File: config.mk
export PLATFORM = sky130hd
export DESIGN_NAME = csa_lcg_core
export DESIGN_NICKNAME = d
export VERILOG_FILES = /design/src/rtl/mdclcg_pkg.sv /design/src/rtl/csa_row.sv /design/src/rtl/csa_lcg_core.sv
export SDC_FILE = /design/constraint.sdc
export NUM_CORES = 1
export LEC_CHECK = 0
export BUFFER_PORTS_ARGS = -buffer_cell sky130_fd_sc_hd__buf_2
export CELL_PAD_IN_SITES_DETAIL_PLACEMENT = 1
export CELL_PAD_IN_SITES_GLOBAL_PLACEMENT = 2
export CORE_MARGIN = 2
export CORE_UTILIZATION = 38
export DETAILED_ROUTE_END_ITERATION = 10
export PLACE_DENSITY_LB_ADDON = 0.1
export SLEW_MARGIN = 30
export SYNTH_ARGS = -nofsm -noshare
export SYNTH_HDL_FRONTEND = slang
export SYNTH_SLANG_ARGS = --single-unit
File: constraint.sdc
create_clock -name i_clk -period 15.75 [get_ports i_clk]
set_input_delay 3.15 -clock i_clk [delete_from_list [all_inputs] [get_ports i_clk]]
set_output_delay 3.15 -clock i_clk [all_outputs]
set_load 0.005 [all_outputs]
File: src/rtl/mdclcg_pkg.sv
// ---------------------------------------------------------------------------
// mdclcg_pkg
// Shared types and constants for the carry-save LCG step engine.
//   state_e    : step engine FSM states
//   cnt_width  : width of the row-group counter for a given group count
//   MMIX_*     : default LCG constants (Knuth MMIX) for benches
// ---------------------------------------------------------------------------
package mdclcg_pkg;

   typedef enum logic [1:0] {
      StIdle,
      StAccum,
      StResolve
   } state_e;

   // Counter must be at least one bit wide even when only one group is needed.
   function automatic int unsigned cnt_width(input int unsigned n);
      return (n < 2) ? 1 : $clog2(n);
   endfunction

   localparam logic [63:0] MMIX_MULT = 64'd6364136223846793005;
   localparam logic [63:0] MMIX_INCR = 64'd1442695040888963407;

endpackage

File: src/rtl/csa_row.sv
// ---------------------------------------------------------------------------
// csa_row
// One row of bit-parallel 3:2 compressors (full adders).
//   i_a, i_b, i_c : three operands of equal weight
//   o_sum         : per-bit xor of the three operands
//   o_carry       : per-bit majority, unshifted (weight 2 relative to o_sum)
// ---------------------------------------------------------------------------
module csa_row #(
   parameter int unsigned WIDTH = 64
) (
   input  logic [WIDTH-1:0] i_a,
   input  logic [WIDTH-1:0] i_b,
   input  logic [WIDTH-1:0] i_c,
   output logic [WIDTH-1:0] o_sum,
   output logic [WIDTH-1:0] o_carry
);

   assign o_sum   = i_a ^ i_b ^ i_c;
   assign o_carry = (i_a & i_b) | (i_a & i_c) | (i_b & i_c);

endmodule

File: src/rtl/csa_lcg_core.sv
// ---------------------------------------------------------------------------
// csa_lcg_core
// Sequential LCG step engine: x <= (mult * x + incr) mod 2^WIDTH.
// Partial products are folded into a carry-save pair (S, Cy) over
// WIDTH/ROWS_PER_CYCLE cycles; a single carry-propagate add resolves x.
//   i_clk, i_rst     : clock, asynchronous active-high reset
//   i_seed_load      : load i_seed into x (idle only)
//   i_start          : begin one step (idle only); samples i_mult / i_incr
//   i_free_run       : at completion, immediately begin the next step
//   o_busy           : step in progress
//   o_done           : one-cycle pulse when o_rnd takes a new step result
//   o_rnd            : current state x
// ---------------------------------------------------------------------------
module csa_lcg_core
   import mdclcg_pkg::*;
#(
   parameter int unsigned WIDTH          = 64,
   parameter int unsigned ROWS_PER_CYCLE = 1
) (
   input  logic             i_clk,
   input  logic             i_rst,
   input  logic             i_seed_load,
   input  logic [WIDTH-1:0] i_seed,
   input  logic             i_start,
   input  logic             i_free_run,
   input  logic [WIDTH-1:0] i_mult,
   input  logic [WIDTH-1:0] i_incr,
   output logic             o_busy,
   output logic             o_done,
   output logic [WIDTH-1:0] o_rnd
);

   localparam int unsigned N  = WIDTH / ROWS_PER_CYCLE;
   localparam int unsigned CW = cnt_width(N);
   localparam int unsigned IW = $clog2(WIDTH);

   state_e           r_state;
   logic [WIDTH-1:0] r_x;
   logic [WIDTH-1:0] r_m;
   logic [WIDTH-1:0] r_c;
   logic [WIDTH-1:0] r_s;
   logic [WIDTH-1:0] r_cy;
   logic [CW-1:0]    r_cnt;
   logic             r_busy;
   logic             r_done;

   // Chain of compressor rows; row j handles multiplier bit r_cnt*K + j.
   for (genvar j = 0; j < ROWS_PER_CYCLE; j++) begin : g_row
      logic [IW-1:0]    w_idx;
      logic [WIDTH-1:0] w_pp;
      logic [WIDTH-1:0] w_s_in;
      logic [WIDTH-1:0] w_cy_in;
      logic [WIDTH-1:0] w_cy_sh;
      logic [WIDTH-1:0] w_s_out;
      logic [WIDTH-1:0] w_cy_out;

      if (j == 0) begin : g_first
         assign w_s_in  = r_s;
         assign w_cy_in = r_cy;
      end else begin : g_chain
         assign w_s_in  = g_row[j-1].w_s_out;
         assign w_cy_in = g_row[j-1].w_cy_out;
      end

      assign w_idx   = IW'(32'(r_cnt) * ROWS_PER_CYCLE + j);
      assign w_pp    = r_m[w_idx] ? (r_x << w_idx) : '0;
      // Stored carries are unshifted; align them to their true weight here.
      assign w_cy_sh = w_cy_in << 1;

      csa_row #(
         .WIDTH(WIDTH)
      ) u_row (
         .i_a    (w_s_in),
         .i_b    (w_cy_sh),
         .i_c    (w_pp),
         .o_sum  (w_s_out),
         .o_carry(w_cy_out)
      );
   end

   always_ff @(posedge i_clk or posedge i_rst) begin
      if (i_rst) begin
         r_state <= StIdle;
         r_x     <= '0;
         r_m     <= '0;
         r_c     <= '0;
         r_s     <= '0;
         r_cy    <= '0;
         r_cnt   <= '0;
         r_busy  <= 1'b0;
         r_done  <= 1'b0;
      end else begin
         r_done <= 1'b0;
         unique case (r_state)
            StIdle: begin
               // Seed lands in x on the same edge, so the step sees the seed.
               if (i_seed_load) r_x <= i_seed;
               if (i_start) begin
                  r_m     <= i_mult;
                  r_c     <= i_incr;
                  r_s     <= i_incr;
                  r_cy    <= '0;
                  r_cnt   <= '0;
                  r_busy  <= 1'b1;
                  r_state <= StAccum;
               end
            end
            StAccum: begin
               r_s  <= g_row[ROWS_PER_CYCLE-1].w_s_out;
               r_cy <= g_row[ROWS_PER_CYCLE-1].w_cy_out;
               if (r_cnt == CW'(N - 1)) begin
                  r_state <= StResolve;
               end else begin
                  r_cnt <= r_cnt + 1'b1;
               end
            end
            StResolve: begin
               r_x    <= r_s + (r_cy << 1);
               r_done <= 1'b1;
               if (i_free_run) begin
                  r_s     <= r_c;
                  r_cy    <= '0;
                  r_cnt   <= '0;
                  r_state <= StAccum;
               end else begin
                  r_busy  <= 1'b0;
                  r_state <= StIdle;
               end
            end
            default: begin
               r_busy  <= 1'b0;
               r_state <= StIdle;
            end
         endcase
      end
   end

   assign o_busy = r_busy;
   assign o_done = r_done;
   assign o_rnd  = r_x;

endmodule

== After elaboration in Yosys (flattened, before gate mapping) ==
Cells that the tools add are included.

* Output and inout port bits: 66
* Bits in registers: 329
* Logic and storage cells: 62

* Shifts and indexed selects: 1
* Order comparisons: 1
* Reduce and logical (&&, ||, !) cells: 9
* Add/sub/neg operators: 2
* Bitwise logic cells: 8
* Equality and inequality tests: 9
* Muxes and demuxes: 23

{| class="wikitable"
|+ Operator list
! cell !! number
|-
| 64-bit 2-to-1 mux || 4
|-
| 64-bit case mux with 3 select lines || 1
|-
| 63-bit bitwise AND || 3
|-
| 63-bit case mux with 3 select lines || 1
|-
| 64-bit case mux with 2 select lines || 1
|-
| 64-bit bitwise XOR || 2
|-
| 63-bit 2-to-1 mux || 2
|-
| 63-bit bitwise OR || 2
|-
| 64-bit adder || 1
|-
| 64-bit by 6-bit left shift with 64-bit output || 1
|-
| 6-bit 2-to-1 mux || 3
|-
| 6-bit case mux with 3 select lines || 1
|-
| 2-bit != test (second input constant) || 6
|-
| 6-bit by 7-bit less-than comparator with 1-bit output (second input constant) || 1
|-
| 6-bit by 1-bit adder with 6-bit output (second input constant) || 1
|-
| 1-bit binary-select mux with 6-bit select || 1
|-
| 6-bit == test (second input constant) || 1
|-
| 2-bit case mux with 3 select lines || 1
|-
| 2-bit AND reduction || 3
|-
| 3-bit AND reduction || 2
|-
| 1-bit 2-to-1 mux || 5
|-
| 2-bit 2-to-1 mux || 2
|-
| 4-bit AND reduction || 1
|-
| 1-bit case mux with 3 select lines || 1
|-
| other kinds (6) || 6
|}

== Longest topological paths before layout ==
Gate-level depths: netlist of the first run.

* Word-level depth: 7
* Mapped depth: 20
* Gate-level depth less buffers: 14

== Cells and area by module ==
Synthesis of the first run repeated with hierarchy kept, for this count alone.

* Cells, all modules: 2550
* Area, all modules: 23139.7 µm²

{| class="wikitable"
|+ Modules (own cells, without submodules)
! module !! seq. area each (µm²) !! cells an instance !! times used !! area an instance (µm²)
|-
| csa_lcg_core || 8232.9 || 2486 || 1 || 21858.5
|-
| csa_row || 0.0 || 64 || 1 || 1281.2
|}

== Worst setup path after synthesis of the first run ==
No wires, ideal clock.

* Kind: in2reg
* Start point: input i_free_run
* End point: register r_cnt[5]
* Path buffers: 0
* Stages: 7
* Slack: 11.029 ns
* Required time: 15.672 ns
* Arrival time: 4.643 ns
* Library setup time: 0.078 ns
* Cell sequence: inv_1 > a21o_1 > or2_2 > a21oi_1 > nand4_1 > or3_1 > a21oi_1

* Longest elaborated chain between the ends: 2

{| class="wikitable"
|+ RTL lines
! item !! line !! source
|-
| from (decl) || csa_lcg_core.sv:25 || <nowiki>input logic i_free_run,</nowiki>
|-
| 2-bit != test (no source line) || - ||
|-
| 4-bit AND reduction (no source line) || - ||
|-
| to (signal assigned) || csa_lcg_core.sv:114 || <nowiki>r_cnt <= r_cnt + 1'b1;</nowiki>
|-
| to (decl) || csa_lcg_core.sv:43 || <nowiki>logic [CW-1:0] r_cnt;</nowiki>
|}

Every way passes these cells.
A chain may end at the register's enable or synchronous reset.

==> results of run 1 <==
## worst max-delay path, delay by kind of cell
kind,cells,cell delay (ns)
buffers and inverters,4,2.13
## power by group through the flow
| stage | clock network (mW) | logic (mW) | registers, mW |
|---|---|---|---|
| after floorplan | 0 | 2.70 | 1.46 |
| after global placement | 0 | 3.88 | 1.63 |
| after detailed placement | 0 | 3.96 | 1.64 |
| after CTS | 1.08 | 4.00 | 1.62 |
| after global routing | 1.11 | 4.42 | 1.68 |
| final | 1.05 | 4.02 | 1.63 |
## layout make-up
| type | instances | area, um2 | share of cell area |
|---|---|---|---|
| inverters | 143 | 544.3 | 0.01987 |
| clock buffers | 61 | 1275 | 0.04656 |
| well taps | 846 | 1059 | 0.03865 |
| clock inverters | 20 | 250.2 | 0.009137 |
| multi-input cells | 1933 | 14450 | 0.5276 |
| flip-flops and latches | 329 | 8242 | 0.3009 |
| repair buffers | 289 | 1565 | 0.05715 |
| diodes | 1 | 2.502 | 0.00009137 |
## cells in the final DEF, fill, tap and decap left out, types with 78 or more instances in the layout
cell type / instances
dfrtp_1: 324
nand2_1: 319
buf_2: 262
o21ai_0: 256
mux2_2: 147
a21oi_1: 146
inv_1: 139
mux2i_1: 118
nor2_1: 97
o211ai_1: 87
nand3_1: 78
## through the flow
stage / instances / worst slack (ns) / hold WS (ns)
final: 3622 / 10.98 / 0.4946
after global routing: 3621 / 10.63 / 0.5138
after CTS: 3620 / 10.85 / 0.4996
after detailed placement: 3539 / 10.20 / 0.4865
after global placement: 3538 / 10.26 / 0.4739
after floorplan: 2600 / 3.489 / 0.4573
## per-layer routing
metal / up-vias / track usage / part of all wire
li1: 9509 / - / -
met1: 10482 / 0.3830 / 0.46
met5: - / 0 / 0.00072
met2: 547 / 0.4246 / 0.45
met3: 133 / 0.05532 / 0.063
met4: 10 / 0.08722 / 0.031
## flip-flops by register name (all words and copies together), names as in the netlist
| register | cells |
|---|---|
| r_m | 64 |
| o_done | 1 |
| r_c | 64 |
| o_rnd | 64 |
| r_cnt | 6 |
| r_state | 2 |
| o_busy | 1 |
| g_row.w_cy_in | 63 |
| g_row.w_s_in | 64 |
## cell families after synthesis
family	Yosys count	synth area share
XOR/XNOR	61	0.02230
adder cells (fa/ha/maj)	131	0.08816
AND/OR/NAND/NOR	763	0.1562
AO/OA/AOI/OAI	660	0.1661
buffers and inverters	338	0.05635
flip-flops	329	0.3436
multiplexers	318	0.1672
## worst max-delay path by stage
stage | end | slack, ns | cells after the start
final | r_c[7]$_DFFE_PP0P_ | 10.98 | 4
after global routing | g_row[0].w_cy_in[2]$_DFFE_PP0P_ | 10.63 | 4
after CTS | g_row[0].w_cy_in[2]$_DFFE_PP0P_ | 10.85 | 4
after detailed placement | r_c[8]$_DFFE_PP0P_ | 10.20 | 4
after global placement | r_c[9]$_DFFE_PP0P_ | 10.26 | 4
after floorplan | g_row[0].w_cy_in[0]$_DFFE_PP0P_ | 3.49 | 1
==> impl_metrics.toml, run 1 <==
[route]
drtIter0Drc = 1554
vias = 20681
antenna_left = 0
wire_per_inst_um = 24.48
viasPerCell = 5.710
drc_errors = 0
wl_um = 88680
drtPass1Iterations = 5

[grt]
grt_max_degree = 116
grt_pass1_vias = 21444
grt_overflow_total = 0
grt_pass1_wl_um = 134200
grt_usage = 0.2736
antenna_found_initial = 8

[setup_path]
worst_r2r_endpoint = "g_row[0].w_s_in[29]$_DFFE_PP0P_"
worstSetupStartpointType = "input pin"
startpoint = "i_rst"
end_kind = "asynchronous set/reset pin"
crit_arrival_ns = 5.41
reg2reg_slack_ns = 11.17
timing.rr.start = "r_cnt[2]$_DFFE_PP0P_"
required_ns = 16.40
path_cells = "buf_2, inv_8, buf_4, buf_4"
crit_path_top_delay_cell = "buf_4"
cp_max_fo = 109
timing_worst_setup_path_type = "in -> async"
crit_path_frequent_cell = "buf_4"
rr_worst_depth = 13
max_stage_delay_ns = 0.77

[worst_hold_path]
hold_end = "g_row[0].w_cy_in[62]$_DFFE_PP0P_"
hold_depth = 2
hold_class = "reg -> reg"
hp-start = "g_row[0].w_cy_in[62]$_DFFE_PP0P_"

[outcome]
outcome = "complete, no violations"

[synthesis]
synth_cell_types = 71
synth_edf_count = 0
netlist_top_cells_count = "dfrtp_1, nand2_1, o21ai_0, mux2_2, a21oi_1"
syn_inst = 2600
yosys.area.top_type_share = 0.3436
synthTopCellsByArea = "dfrtp_1, mux2_2, o21ai_0"
synthFlopType = "dfrtp_1"
syn_nets = 2928
synth_largest_area_cell = "dfrtp_1"
synth.most_common_cell = "dfrtp_1"
yosys_register_bits = 329
synth-seq-area-share = 0.3436
syn_avg_cell_area_um2 = 9.215
yosys_warnings = 0
async_flop_share = 1.000
netlist_area_um2 = 23960

[clock_network]
htreeDepth = 2
cts_sinks = 329
hold_buffers = 0
post-cts-setup-buffer-count = 0
root_buffer = "clkbuf_16"
cts_made_buffers = 44
cts.clk_slew.worst_paths_ns = 0.06
clockBufferDepth = 3
cts_tree = "built"
clock_latency_ns = 0.61
cts_resized = 0

[power]
power_mw = 6.694
cellPowerDensity_nw_per_um2 = 244.4
switchingPower_mw = 3.267
p_seq_frac = 0.243
pwr-share-clk = 0.157
p_int_mw = 3.426
combinationalPowerShare = 0.600
power_leakage_nw = 11.70
peakVddDrop_v = 0.00009015
sw_frac_of_total = 0.4881

[timing]
rsz0062_at_grt = "no"
finClkSkew_ns = 0.02245
slew_violations = 0
period_share = 0.3026
tightest_slew_ns = 0.9311
tns_ns = 0
hold_viol_final = 0
slew_headroom = 0.3793
max_freq_ghz = 0.2098
setup_viol = 0
min_period_ns = 4.766

[cells_and_area]
drive_gt1_frac = 0.2184
num-nets-final = 3068
design_area_um2 = 27390
synthToLayoutAreaGrowth_pct = 14.31
n_fill_cell = 7257
fin_util = 0.4365

[floorplan]
die_x_um = 255.1
num_io_pins = 263
die_area_um2 = 65070
start_util = 0.3819
die_h_um = 255.1
core_area_um2 = 62740
rows = 92

[place]
hpwl_um = 66440
place_area_um2 = 25810
gp_congestion = 0.9132
portBuffers = 262

[job]
maxCapViolCount = 0
(Power assumes the default switching activity.)
==> run 2, diff against run 1 <==
- CORE_UTILIZATION: 38 -> 34
- clock period: 15.75 -> 4 ns (I/O delays scaled with it)
==> impl_metrics.toml, run 2 (synthesis gave the netlist of run 1 again) <==
[outcome]
outcome = "complete, no violations"

[timing]
slew_headroom = 0.4477
period_share = 0.9617
setup_viol = 0
max_freq_ghz = 0.2600
hold_ws_ns = 0.2637
rsz0062_at_grt = "yes"
finClkSkew_ns = 0.01884
tightest_slew_ns = 0.8285
tns_ns = 0
min_period_ns = 3.847
hold_viol_final = 0
slew_violations = 0

[worst_hold_path]
hold_class = "in -> async"

[clock_network]
cts.clk_slew.worst_paths_ns = 0.06
clock_latency_ns = 0.59
htreeDepth = 2
cts_made_buffers = 43
cts_tree = "built"
clockBufferDepth = 3
cts_sinks = 329
root_buffer = "clkbuf_16"

[setup_path]
timing_worst_setup_path_type = "reg -> reg"
worst_r2r_endpoint = "g_row[0].w_s_in[55]$_DFFE_PP0P_"
critPathCapture = "g_row[0].w_s_in[55]$_DFFE_PP0P_"
reg2reg_slack_ns = 0.15
cp_max_fo = 62
worstSetupStartpointType = "flip-flop"
timing.rr.start = "r_cnt[1]$_DFFE_PP0P_"
crit_arrival_ns = 4.35
startpoint = "r_cnt[1]$_DFFE_PP0P_"
rr_worst_depth = 15
end_kind = "flip-flop"
required_ns = 4.50

[job]
maxCapViolCount = 0

[floorplan]
die_h_um = 269.5
die_area_um2 = 72600
die_x_um = 269.5
start_util = 0.3427
rows = 97
num_io_pins = 263
core_area_um2 = 69910

[cells_and_area]
drive_gt1_frac = 0.2528
mostFrequentLayoutCells = "dfrtp_1, nand2_1, buf_2, o21ai_0, mux2_2"
layout_commonest_cell = "dfrtp_1"
num-nets-final = 3194
fin_util = 0.4097
synthToLayoutAreaGrowth_pct = 19.56

[route]
drc_errors = 0
wire_per_inst_um = 24.72
wl_um = 94940
drtIter0Drc = 1500
vias = 21096
drtPass1Iterations = 5
antenna_left = 0
viasPerCell = 5.494

[grt]
grt_usage = 0.2592
grt_max_degree = 139
grt_pass1_wl_um = 144100
grt_overflow_total = 0
antenna_found_initial = 7
grt_pass1_vias = 22419

[place]
gp_congestion = 0.8903
portBuffers = 262
hpwl_um = 73540

[power]
power_leakage_nw = 12.35
peakVddDrop_v = 0.0005328
cellPowerDensity_nw_per_um2 = 983.7
power_mw = 28.18
## run 2: cell count changes in the layout (fill, tap and decap cells not counted), moves of 3 or more
| cell | change |
|---|---|
| inv_6 | +3 |
| clkinv_2 | -4 |
| buf_6 | -3 |
| buf_12 | +21 |
| mux2i_1 | -3 |
| buf_4 | +111 |
## run 2: metal layers
layer | vias to the layer above | track usage | part of all wire
li1 | 9753 | - | -
met1 | 10807 | 0.3599 | 0.46
met2 | 434 | 0.4281 | 0.47
met3 | 96 | 0.03883 | 0.044
met4 | 6 | 0.05512 | 0.019
met5 | - | 0 | 0.00043
## run 2: how the worst min path moves through the flow
stage | startpoint | endpoint | slack, ns | depth (start not counted)
5_1_grt | i_rst | r_state[0]$_DFFE_PP0P_ | 0.28 | 2
3_5_place_dp | g_row[0].w_cy_in[62]$_DFFE_PP0P_ | g_row[0].w_cy_in[62]$_DFFE_PP0P_ | 0.49 | 2
3_3_place_gp | g_row[0].w_cy_in[62]$_DFFE_PP0P_ | g_row[0].w_cy_in[62]$_DFFE_PP0P_ | 0.48 | 2
2_1_floorplan | g_row[0].w_cy_in[62]$_DFFE_PP0P_ | g_row[0].w_cy_in[62]$_DFFE_PP0P_ | 0.46 | 2
4_1_cts | i_rst | r_state[0]$_DFFE_PP0P_ | 0.25 | 2
6_report | i_rst | r_state[1]$_DFFE_PP0P_ | 0.26 | 2
## run 2: through the flow
stage          setup WS, ns  instance area (um2)  std cells
6_report             0.1532                28640       3840
2_1_floorplan        -1.193                23960       2600
3_5_place_dp        -0.2216                27110       3760
4_1_cts             0.09127                28610       3839
5_1_grt            -0.01537                28640       3839
3_3_place_gp        -0.1962                27110       3760
## run 2: critical path: stages (launching register included)
cell and delay [ns]:
dfrtp_4 0.44, buf_12 0.29, clkinv_1 0.19, buf_12 0.21, mux2i_2 0.24, mux2i_2 0.37
nor2_1 0.10, nand2_1 0.08, o21ai_0 0.26, buf_4 0.26, o211ai_1 0.29, fa_1 0.46
nand2b_1 0.15, nand3_1 0.12, o211ai_1 0.10, o21ai_0 0.10
## run 2: what timing repair did
item | 4_1_cts | 5_1_grt
cloned | 0 | 0
buffers inserted | 1 | 0
setup endpoints to repair | 4 | 6
hold buffers | 0 | 0
gates resized for setup | 2 | 5
## run 2: area by class of cell
class / instances / area [um2]
Fill cell: 8064 / 41260
Multi-Input combinational cell: 1933 / 14480
Sequential cell: 329 / 8244
Timing Repair Buffer: 416 / 2730
Clock buffer: 59 / 1226
Tap cell: 940 / 1176
Inverter: 143 / 540.5
Clock inverter: 19 / 249.0
Antenna cell: 1 / 2.502
## run 2: power breakdown
| group | switching (mW) | total (mW) | internal, mW |
|---|---|---|---|
| Combinational | 10.3 | 17.8 | 7.49 |
| Clock | 1.67 | 4.09 | 2.43 |
| Sequential | 1.42 | 6.31 | 4.89 |
| Total | 13.4 | 28.2 | 14.8 |
